<file path="config.mk">
export PLATFORM = sky130hd
export DESIGN_NAME = fb_update_seq
export DESIGN_NICKNAME = d
export VERILOG_FILES = /design/src/rtl/fb_update_seq.sv
export SDC_FILE = /design/constraint.sdc
export NUM_CORES = 1
export LEC_CHECK = 0
export CORE_MARGIN = 8
export CORE_UTILIZATION = 47
export CTS_CLUSTER_SIZE = 20
export DETAILED_ROUTE_END_ITERATION = 7
export PLACE_DENSITY_LB_ADDON = 0.2
export SLEW_MARGIN = 40
export SYNTH_ARGS = -nofsm -noshare
export SYNTH_HDL_FRONTEND = slang
export SYNTH_SLANG_ARGS = --single-unit
</file>
<file path="constraint.sdc">
create_clock -name clk -period 3.79 [get_ports clk]
set_clock_uncertainty 0.2 [all_clocks]
set_input_delay 0.5685 -clock clk [delete_from_list [all_inputs] [get_ports clk]]
set_output_delay 0.5685 -clock clk [all_outputs]
set_load 0.005 [all_outputs]
</file>
<file path="src/rtl/fb_update_seq.sv">
// Frame-buffer update sequencer: copies one background line per hblank and
// draws the enabled sprite slots once per vblank, fetching each descriptor first.
module fb_update_seq #(
  parameter int BKG_W    = 320,
  parameter int SPR_CNT  = 8,
  parameter int SPR_W    = 32,
  parameter int SPR_H    = 32,
  parameter int ADDR_W   = 11,
  parameter int SPR_BASE = 50,
  parameter int RD_LAT   = 2,
  localparam int BXW = (BKG_W   > 1) ? $clog2(BKG_W)   : 1,
  localparam int IW  = (SPR_CNT > 1) ? $clog2(SPR_CNT) : 1,
  localparam int XW  = (SPR_W   > 1) ? $clog2(SPR_W)   : 1,
  localparam int YW  = (SPR_H   > 1) ? $clog2(SPR_H)   : 1
) (
  input  logic               clk,
  input  logic               reset,
  input  logic               vblank,
  input  logic               hblank,
  input  logic [SPR_CNT-1:0] spr_valid,
  output logic [ADDR_W-1:0]  mem_addr,
  output logic               mem_oe,
  output logic [3:0]         mem_we,
  output logic               bkg_en,
  output logic [BXW-1:0]     bkg_x,
  output logic               spr_en,
  output logic [IW-1:0]      spr_idx,
  output logic [XW-1:0]      spr_x,
  output logic [YW-1:0]      spr_y,
  output logic               busy,
  output logic               frame_done,
  output logic               spr_abort
);

  typedef enum logic [2:0] {
    IDLE  = 3'd0,
    LINE  = 3'd1,
    FETCH = 3'd2,
    DRAW  = 3'd3,
    DONE  = 3'd4
  } state_t;

  localparam logic [BXW-1:0] BX_LAST  = BXW'(BKG_W - 1);
  localparam logic [IW-1:0]  IDX_LAST = IW'(SPR_CNT - 1);
  localparam logic [XW-1:0]  PX_LAST  = XW'(SPR_W - 1);
  localparam logic [YW-1:0]  PY_LAST  = YW'(SPR_H - 1);
  localparam logic [2:0]     LAT_LAST = 3'(RD_LAT - 1);

  state_t         state_reg, state_next;
  logic [BXW-1:0] bx_reg, bx_next;
  logic [IW-1:0]  idx_reg, idx_next;
  logic [XW-1:0]  px_reg, px_next;
  logic [YW-1:0]  py_reg, py_next;
  logic [2:0]     lat_reg, lat_next;
  logic           slot_on_reg, slot_on_next;
  logic           frame_done_reg, frame_done_next;
  logic           abort_reg, abort_next;
  logic           slot_end;

  always_ff @(posedge clk) begin
    if (reset) begin
      state_reg      <= IDLE;
      bx_reg         <= '0;
      idx_reg        <= '0;
      px_reg         <= '0;
      py_reg         <= '0;
      lat_reg        <= '0;
      slot_on_reg    <= 1'b0;
      frame_done_reg <= 1'b0;
      abort_reg      <= 1'b0;
    end else begin
      state_reg      <= state_next;
      bx_reg         <= bx_next;
      idx_reg        <= idx_next;
      px_reg         <= px_next;
      py_reg         <= py_next;
      lat_reg        <= lat_next;
      slot_on_reg    <= slot_on_next;
      frame_done_reg <= frame_done_next;
      abort_reg      <= abort_next;
    end
  end

  always_comb begin
    state_next = state_reg;
    bx_next    = bx_reg;
    idx_next   = idx_reg;
    px_next    = px_reg;
    py_next    = py_reg;
    lat_next   = lat_reg;
    abort_next = 1'b0;
    slot_end   = 1'b0;

    case (state_reg)
      IDLE: begin
        bx_next  = '0;
        idx_next = '0;
        px_next  = '0;
        py_next  = '0;
        lat_next = '0;
        if (vblank)
          state_next = FETCH;
        else if (hblank)
          state_next = LINE;
      end

      // A line pass is never interrupted by the blanking inputs.
      LINE: begin
        if (bx_reg == BX_LAST) begin
          bx_next    = '0;
          state_next = IDLE;
        end else begin
          bx_next = bx_reg + 1'b1;
        end
      end

      FETCH: begin
        if (!vblank) begin
          abort_next = 1'b1;
        end else if (!slot_on_reg) begin
          slot_end = 1'b1;
        end else if (lat_reg == LAT_LAST) begin
          lat_next   = '0;
          state_next = DRAW;
        end else begin
          lat_next = lat_reg + 1'b1;
        end
      end

      DRAW: begin
        if (!vblank) begin
          abort_next = 1'b1;
        end else if (px_reg == PX_LAST) begin
          px_next = '0;
          if (py_reg == PY_LAST) begin
            py_next  = '0;
            slot_end = 1'b1;
          end else begin
            py_next = py_reg + 1'b1;
          end
        end else begin
          px_next = px_reg + 1'b1;
        end
      end

      DONE: begin
        if (!vblank)
          state_next = IDLE;
      end

      default: state_next = IDLE;
    endcase

    if (slot_end) begin
      lat_next = '0;
      if (idx_reg == IDX_LAST) begin
        idx_next   = '0;
        state_next = DONE;
      end else begin
        idx_next   = idx_reg + 1'b1;
        state_next = FETCH;
      end
    end

    if (abort_next) begin
      state_next = IDLE;
      bx_next    = '0;
      idx_next   = '0;
      px_next    = '0;
      py_next    = '0;
      lat_next   = '0;
    end
  end

  // Slot enable is captured on entry to FETCH so outputs depend only on registers.
  assign slot_on_next    = (state_next == FETCH) ? spr_valid[idx_next] : 1'b0;
  assign frame_done_next = (state_next == DONE) && (state_reg != DONE);

  logic [ADDR_W-1:0] slot_addr;
  assign slot_addr = ADDR_W'(SPR_BASE) + ADDR_W'(idx_reg);

  always_comb begin
    mem_addr = '1;
    mem_oe   = 1'b0;
    bkg_en   = 1'b0;
    spr_en   = 1'b0;
    case (state_reg)
      LINE: begin
        mem_addr = '0;
        mem_oe   = 1'b1;
        bkg_en   = 1'b1;
      end
      FETCH: begin
        if (slot_on_reg) begin
          mem_addr = slot_addr;
          mem_oe   = 1'b1;
        end
      end
      DRAW: begin
        mem_addr = slot_addr;
        mem_oe   = 1'b1;
        spr_en   = 1'b1;
      end
      default: ;
    endcase
  end

  assign mem_we     = 4'b0000;
  assign bkg_x      = bx_reg;
  assign spr_idx    = idx_reg;
  assign spr_x      = px_reg;
  assign spr_y      = py_reg;
  assign busy       = (state_reg != IDLE);
  assign frame_done = frame_done_reg;
  assign spr_abort  = abort_reg;

endmodule

</file>
* Yosys cells after proc, flatten, opt, wreduce, memory -nomap -nowiden
Index checks and enable logic that the tools add are counted.
** Operators by class
- Reduce and logical (&&, ||, !) cells :: 14
- Magnitude comparators :: 1
- Equality and inequality tests :: 16
- Mux-type cells :: 44
- Add/subtract/negate cells :: 6
- Bitwise gates (word level) :: 1
** Operators by type and width (number)
- $mux W3 :: 17
- $pmux W11 S3 :: 1
- $mux W5 :: 5
- $pmux W5 S2 :: 2
- $pmux W9 S2 :: 1
- $pmux W3 S5 :: 1
- $mux W1 :: 11
- $mux W11 :: 1
- $add A5 B1 Y5 const B :: 2
- $eq A5 B5 Y1 const B :: 2
- $add A9 B1 Y9 const B :: 1
- $eq A3 B2 Y1 const B :: 3
- $eq A3 B3 Y1 const B :: 3
- $eq A9 B9 Y1 const B :: 1
- $mux W9 :: 1
- $ne A2 B2 Y1 const B :: 4
- $reduce_or A2 Y1 :: 4
- $add A6 B3 Y7 const A :: 1
- $add A3 B1 Y3 const B :: 2
- $eq A3 B1 Y1 const B :: 2
- $pmux W3 S2 :: 1
- $reduce_and A3 Y1 :: 2
- $reduce_bool A2 Y1 :: 3
- $lt A3 B4 Y1 const B :: 1
- other kinds (9) :: 10
** Word-level totals
- Output and inout bits :: 43
- Register bits after elaboration :: 31
- Word-level logic and storage cells :: 91

* Depth between registers and ports, before layout
- Word-level depth :: 10
- Mapped depth :: 10
- Depth with buffers taken out :: 9

* Worst setup path after synthesis
No wires, ideal clock.
- Path type :: register to register
- From :: reg py_reg[0], in the netlist spr_y[0]
- To :: reg slot_on_reg
- Clock period less this slack :: 2763 ps
- Slack :: 1027 ps
- Required time :: 3473 ps
- Data arrival time :: 2446 ps
- Stages on the path, launching flop included :: 11
- Setup time :: 117 ps
- Cell sequence :: dfxtp_1 -> ha_1 -> and3_1 -> ha_1 -> and3_1 -> buf_6 -> o311a_4 -> mux2i_4 -> mux2_1 -> a211oi_1 -> and4b_1
** On the way
- Cells in the longest elaborated chain, start to end :: 10
- Elaborated cells between the ends (all ways) :: 14
- Those cells by class :: eq/ne (2); mux (10); bitwise (1); reduce/logical (1)
** RTL lines
- from (decl) :: line 53 : logic [YW-1:0] py_reg, py_next;
- from (signal assigned) :: line 76 : py_reg <= py_next;
- $eq A5 B5 Y1 * :: line 135 : if (py_reg == PY_LAST) begin
- $mux W1 * :: line 135
- $mux W1 * :: line 133 : end else if (px_reg == PX_LAST) begin
- $mux W1 * :: line 131 : if (!vblank) begin
- $pmux W1 S2 * :: line 94 : case (state_reg)
- parallel branches: the longest is 5 deep, another holds $mux W3
- to (signal assigned) :: line 78 : slot_on_reg <= slot_on_next;
- to (decl) :: line 55 : logic slot_on_reg, slot_on_next;
Mark *: on every way between the ends. The select of a mux whose other input is x is not followed.
A chain may end at the register's enable or synchronous reset.

* Final worst setup path
- From :: reg state_reg[1]
- To :: out mem_addr[2]
** On the way
- Cells in the longest elaborated chain, start to end :: 2
- Elaborated cells between the ends (all ways) :: 4
- Those cells by class :: eq/ne (3); mux (1)
** RTL lines
- from (decl) :: line 49 : state_t state_reg, state_next;
- from (signal assigned) :: line 72 : state_reg <= state_next;
- $eq A3 B2 Y1 / $eq A3 B1 Y1 (equally long branches) :: line 187 : case (state_reg)
- $pmux W11 S3 * :: line 187
- to (decl) :: line 21 : output logic [ADDR_W-1:0] mem_addr,
Mark *: on every way between the ends. The rest lies on a longest branch, timed or not.

==> metrics.md <==
| Metric | Value |
|---|---|
| Root Driver | clkbuf_8 |
| Hold WS | 0.296 ns |
| Final instance area | 2530 µm² |
| Worst EP required | 3.02 ns |
| Initial core utilization | 48.8% |
| Synth top cells by count | 35 x nor2_1, 31 x dfxtp_1, 23 x nand2_1 |
| Post-synth EDFFs | 0 |
| Post-Synth XOR/XNOR Area | under 10% |
| Most used DFF post-synth | dfxtp_1 |
| Worst flop-to-flop path endpoint | slot_on_reg$_SDFF_PP0_ |
| CTS tree | done |
| Die Y | about 81 µm |
| Synth Area in Adders | between 5 and 6% |
| CP max FO | 18 |
| HP Class | reg -> reg |
| Bufs and invs on worst path | 2 |
| Buffers on Ports | 50 |
| Crit path time final | ~3 ns |
| Net Switching | 191 µW |
| Post-DRT Antenna Nets | 0 |
| TritonCTS Sinks | 31 |
| Post-cts sizing count | 0 |
| Post-synth top area share | a little under a third |
| Element type at the critical path start | flip-flop |
| Slew @ Worst Pin | roughly 0.61 ns |
| Number of remaining DRC errors | 0 |
| CP Class | reg -> out |
| Hold Buf Count CTS | 0 |
| Synth Area in Compound Gates | between 10% and 20% |
| Initial antenna violation count | 0 |
| CP peak stage delay | 0.69 ns |
| Arr. time, crit path | ~2.2 ns |
| Status | finished, final reports clean |
| Die area | about 6500 µm² |
| Synth Area in Simple Gates | between 20 and 30% |
| Sequential share of power | around 46% |
| Core footprint | a little over 4000 µm² |
| Endpoint class of the critical path | primary output |
| Top cells by area, synth | dfxtp_1 32%, nor2_1 6.7%, ha_1 5.1% |
| Die X-Extent | about 81 µm |
| R2r setup slk | just over 0.8 ns |
| DRT Pass-1 Iters | 4 |
| MaxCap Viol Count | 0 |
| Cell family with most CP delay | flip-flops |
| Int Power | approximately 560 µW |
| Area growth syn-to-layout | 28.5% |
| Largest net degree at the start of global routing | 19 |
| Reg-to-Reg Start | spr_y[0]$_SDFFE_PP0P_ |
| Hold Crit Depth | 2 |
| I/O Pins | 55 |
| Hold endpoint | spr_x[4]$_SDFFE_PP0P_ |
| Num CTS Buffers | 5 |
| Yosys cell types | between 50 and 60 |
| Routed len/inst | ~15 µm |
| Fin. Hold Viols | 0 |
| Final setup TNS | 0 ns |
| Warnings from Yosys | 0 |
| Total GRT Usage | between 10% and 20% |
| FP Rows | 23 |
| Final setup vio count | 0 |
| Post-CTS Setup Bufs | 0 |
| Max IR drop VDD | between 200 and 250 µV |
| Crit share post-route | 79.0% |
| Clock latency on the worst-skew pair | around 0.28 ns |
| Share of cells above drive strength 1 | under 10% |
| Max-slew headroom | between 50% and 60% |
| Net Sw Frac | 25.5% |
| Gate Count Post-Synth | ~240 |
| Combinational Power Share | 16.2% |
| Total wire length | around 5000 µm |
| Synth area leader | dfxtp_1 |
| Clock network power share | approximately two fifths |
| Slowest cell on crit path | dfxtp_1 |
| FFs w/ async S/R, synth | 0% |
| Register area share after synthesis | between 30% and 40% |
| Slew Limit Fails | 0 |
| CTS H-tree lvls | 2 |
| Global-route wire length before repair | around 8500 µm |
| Mux cell area share after synthesis | ~5.9% |
| Synth Cell Area | ~2000 µm² |
| Util after Layout | around 63% |
| Pwr/cell area | 296 nW/µm² |
| Post-placement cell area | between 2000 and 2500 µm² |
| Routability Congestion | around 0.84 |
| Diodes inserted | 0 |
| Avg Synthesized Cell Area | 8.09 µm² |
| Layout Nets | 304 |
| Post-DP HPWL | around 3700 µm |
| Max reg flops | 9 |
| Vias/cell | approximately 5.5 |
| Fmax | approximately 330 MHz |
| Leakage power | about 0.00097 µW |
| R2r worst-path depth | 9 |
| Max Buffers Root-to-Sink | 2 |
| Hold Startpoint | spr_x[4]$_SDFFE_PP0P_ |
| Top-count cell post-synth | nor2_1 |
| Combinational family with the most area after synthesis | simple AND/OR/NAND/NOR gates |
| RSZ-0062 raised after global routing | false |
| CP cell instances | a21oi_1, nor2_1, inv_1, o21a_1, clkdlybuf4s50_1 |
| Total congestion overflow | 0 |
| FF+latch count, synth | 31 |
| Register clock-pin slew on the reported worst setup and hold paths | 0.07 ns |
| Total number of vias | 1841 |
| Number of global-route vias before repair | 1834 |
| 1st-iter DRT viols | 93 |
## power by group through the flow
stage / logic [µW] / registers, µW / clock network [µW]
after floorplan: 81.6 / 342 / 0
after global placement: 119 / 348 / 0
after detailed placement: 121 / 348 / 0
after CTS: 121 / 341 / 289
after global routing: 133 / 342 / 302
final: 121 / 341 / 286
## tightest hold or removal path: stages (launching register included)
cell and delay (ns):
dfxtp_1 0.33, nand2b_1 0.07, a21oi_1 0.05
## worst max path at each step
stage | start | end | slack (ns) | cells after the start
6_report | state_reg[1]$_SDFF_PP0_ | mem_addr[2] | 0.80 | 5
5_1_grt | state_reg[1]$_SDFF_PP0_ | mem_addr[2] | 0.58 | 5
4_1_cts | state_reg[1]$_SDFF_PP0_ | mem_addr[2] | 0.78 | 5
3_5_place_dp | spr_y[0]$_SDFFE_PP0P_ | slot_on_reg$_SDFF_PP0_ | 0.85 | 9
3_3_place_gp | spr_y[0]$_SDFFE_PP0P_ | slot_on_reg$_SDFF_PP0_ | 0.95 | 9
2_1_floorplan | spr_y[0]$_SDFFE_PP0P_ | slot_on_reg$_SDFF_PP0_ | 1.03 | 10
## layout by cell type, fill, tap and decap left out, types with 2 or more instances in the layout
master / Yosys / layout
clkbuf_8: 0 / 7
o31ai_1: 3 / 3
xor2_1: 6 / 6
nor4b_1: 2 / 2
and4b_1: 2 / 2
nand2_1: 23 / 23
nand3_1: 14 / 14
buf_4: 9 / 2
nor3_1: 7 / 7
xnor2_1: 3 / 3
nor3b_1: 3 / 3
and3_1: 5 / 5
nand2b_1: 4 / 4
a211oi_1: 3 / 3
o21ai_1: 5 / 5
nor2b_1: 3 / 3
a221o_1: 2 / 2
mux2_2: 2 / 2
inv_1: 6 / 6
or2_1: 3 / 3
o21ai_0: 3 / 3
conb_1: 1 / 4
ha_1: 8 / 8
or3_1: 2 / 2
mux2i_1: 6 / 6
dfxtp_1: 31 / 31
a21oi_1: 14 / 14
nand4_1: 4 / 4
a22oi_1: 2 / 2
nor2_1: 35 / 35
clkdlybuf4s50_1: 0 / 50
## routing by layer
metal / vias to the layer above / GRT usage, % / share of wire (%)
met1: 857 / 19.5 / 45
met4: 0 / 4.82 / 1.2
li1: 926 / - / -
met2: 51 / 26.8 / 49
met5: - / 0 / 0
met3: 7 / 4.46 / 5.4
## logic make-up (layout without fill, tap and decap cells)
logic type                 count (synthesis)  in the layout
buffers and inverters                     28             67
DFF                                       31             31
adders and majority gates                  8              8
other                                      1              4
xor gates and xnor gates                   9              9
muxes                                     10             10
and+or+nand+nor                          113            113
AOI/OAI and AO/OA                         43             43
## through the flow
step | total power [µW] | worst slack [ns] | cells
detailed placement | 469 | 0.846 | 327
global route | 776 | 0.581 | 335
finish | 747 | 0.797 | 335
global placement | 467 | 0.954 | 327
floorplan | 423 | 1.03 | 246
CTS | 751 | 0.780 | 335
## area by class of cell
cell class,instances,area [µm²]
tap,50,62.6
clock buffer,8,100
sequential,31,621
fill,368,1500
timing repair buffer,52,515
multi-input combinational,187,1200
inverter,7,26.3
(Power assumes the default switching activity.)
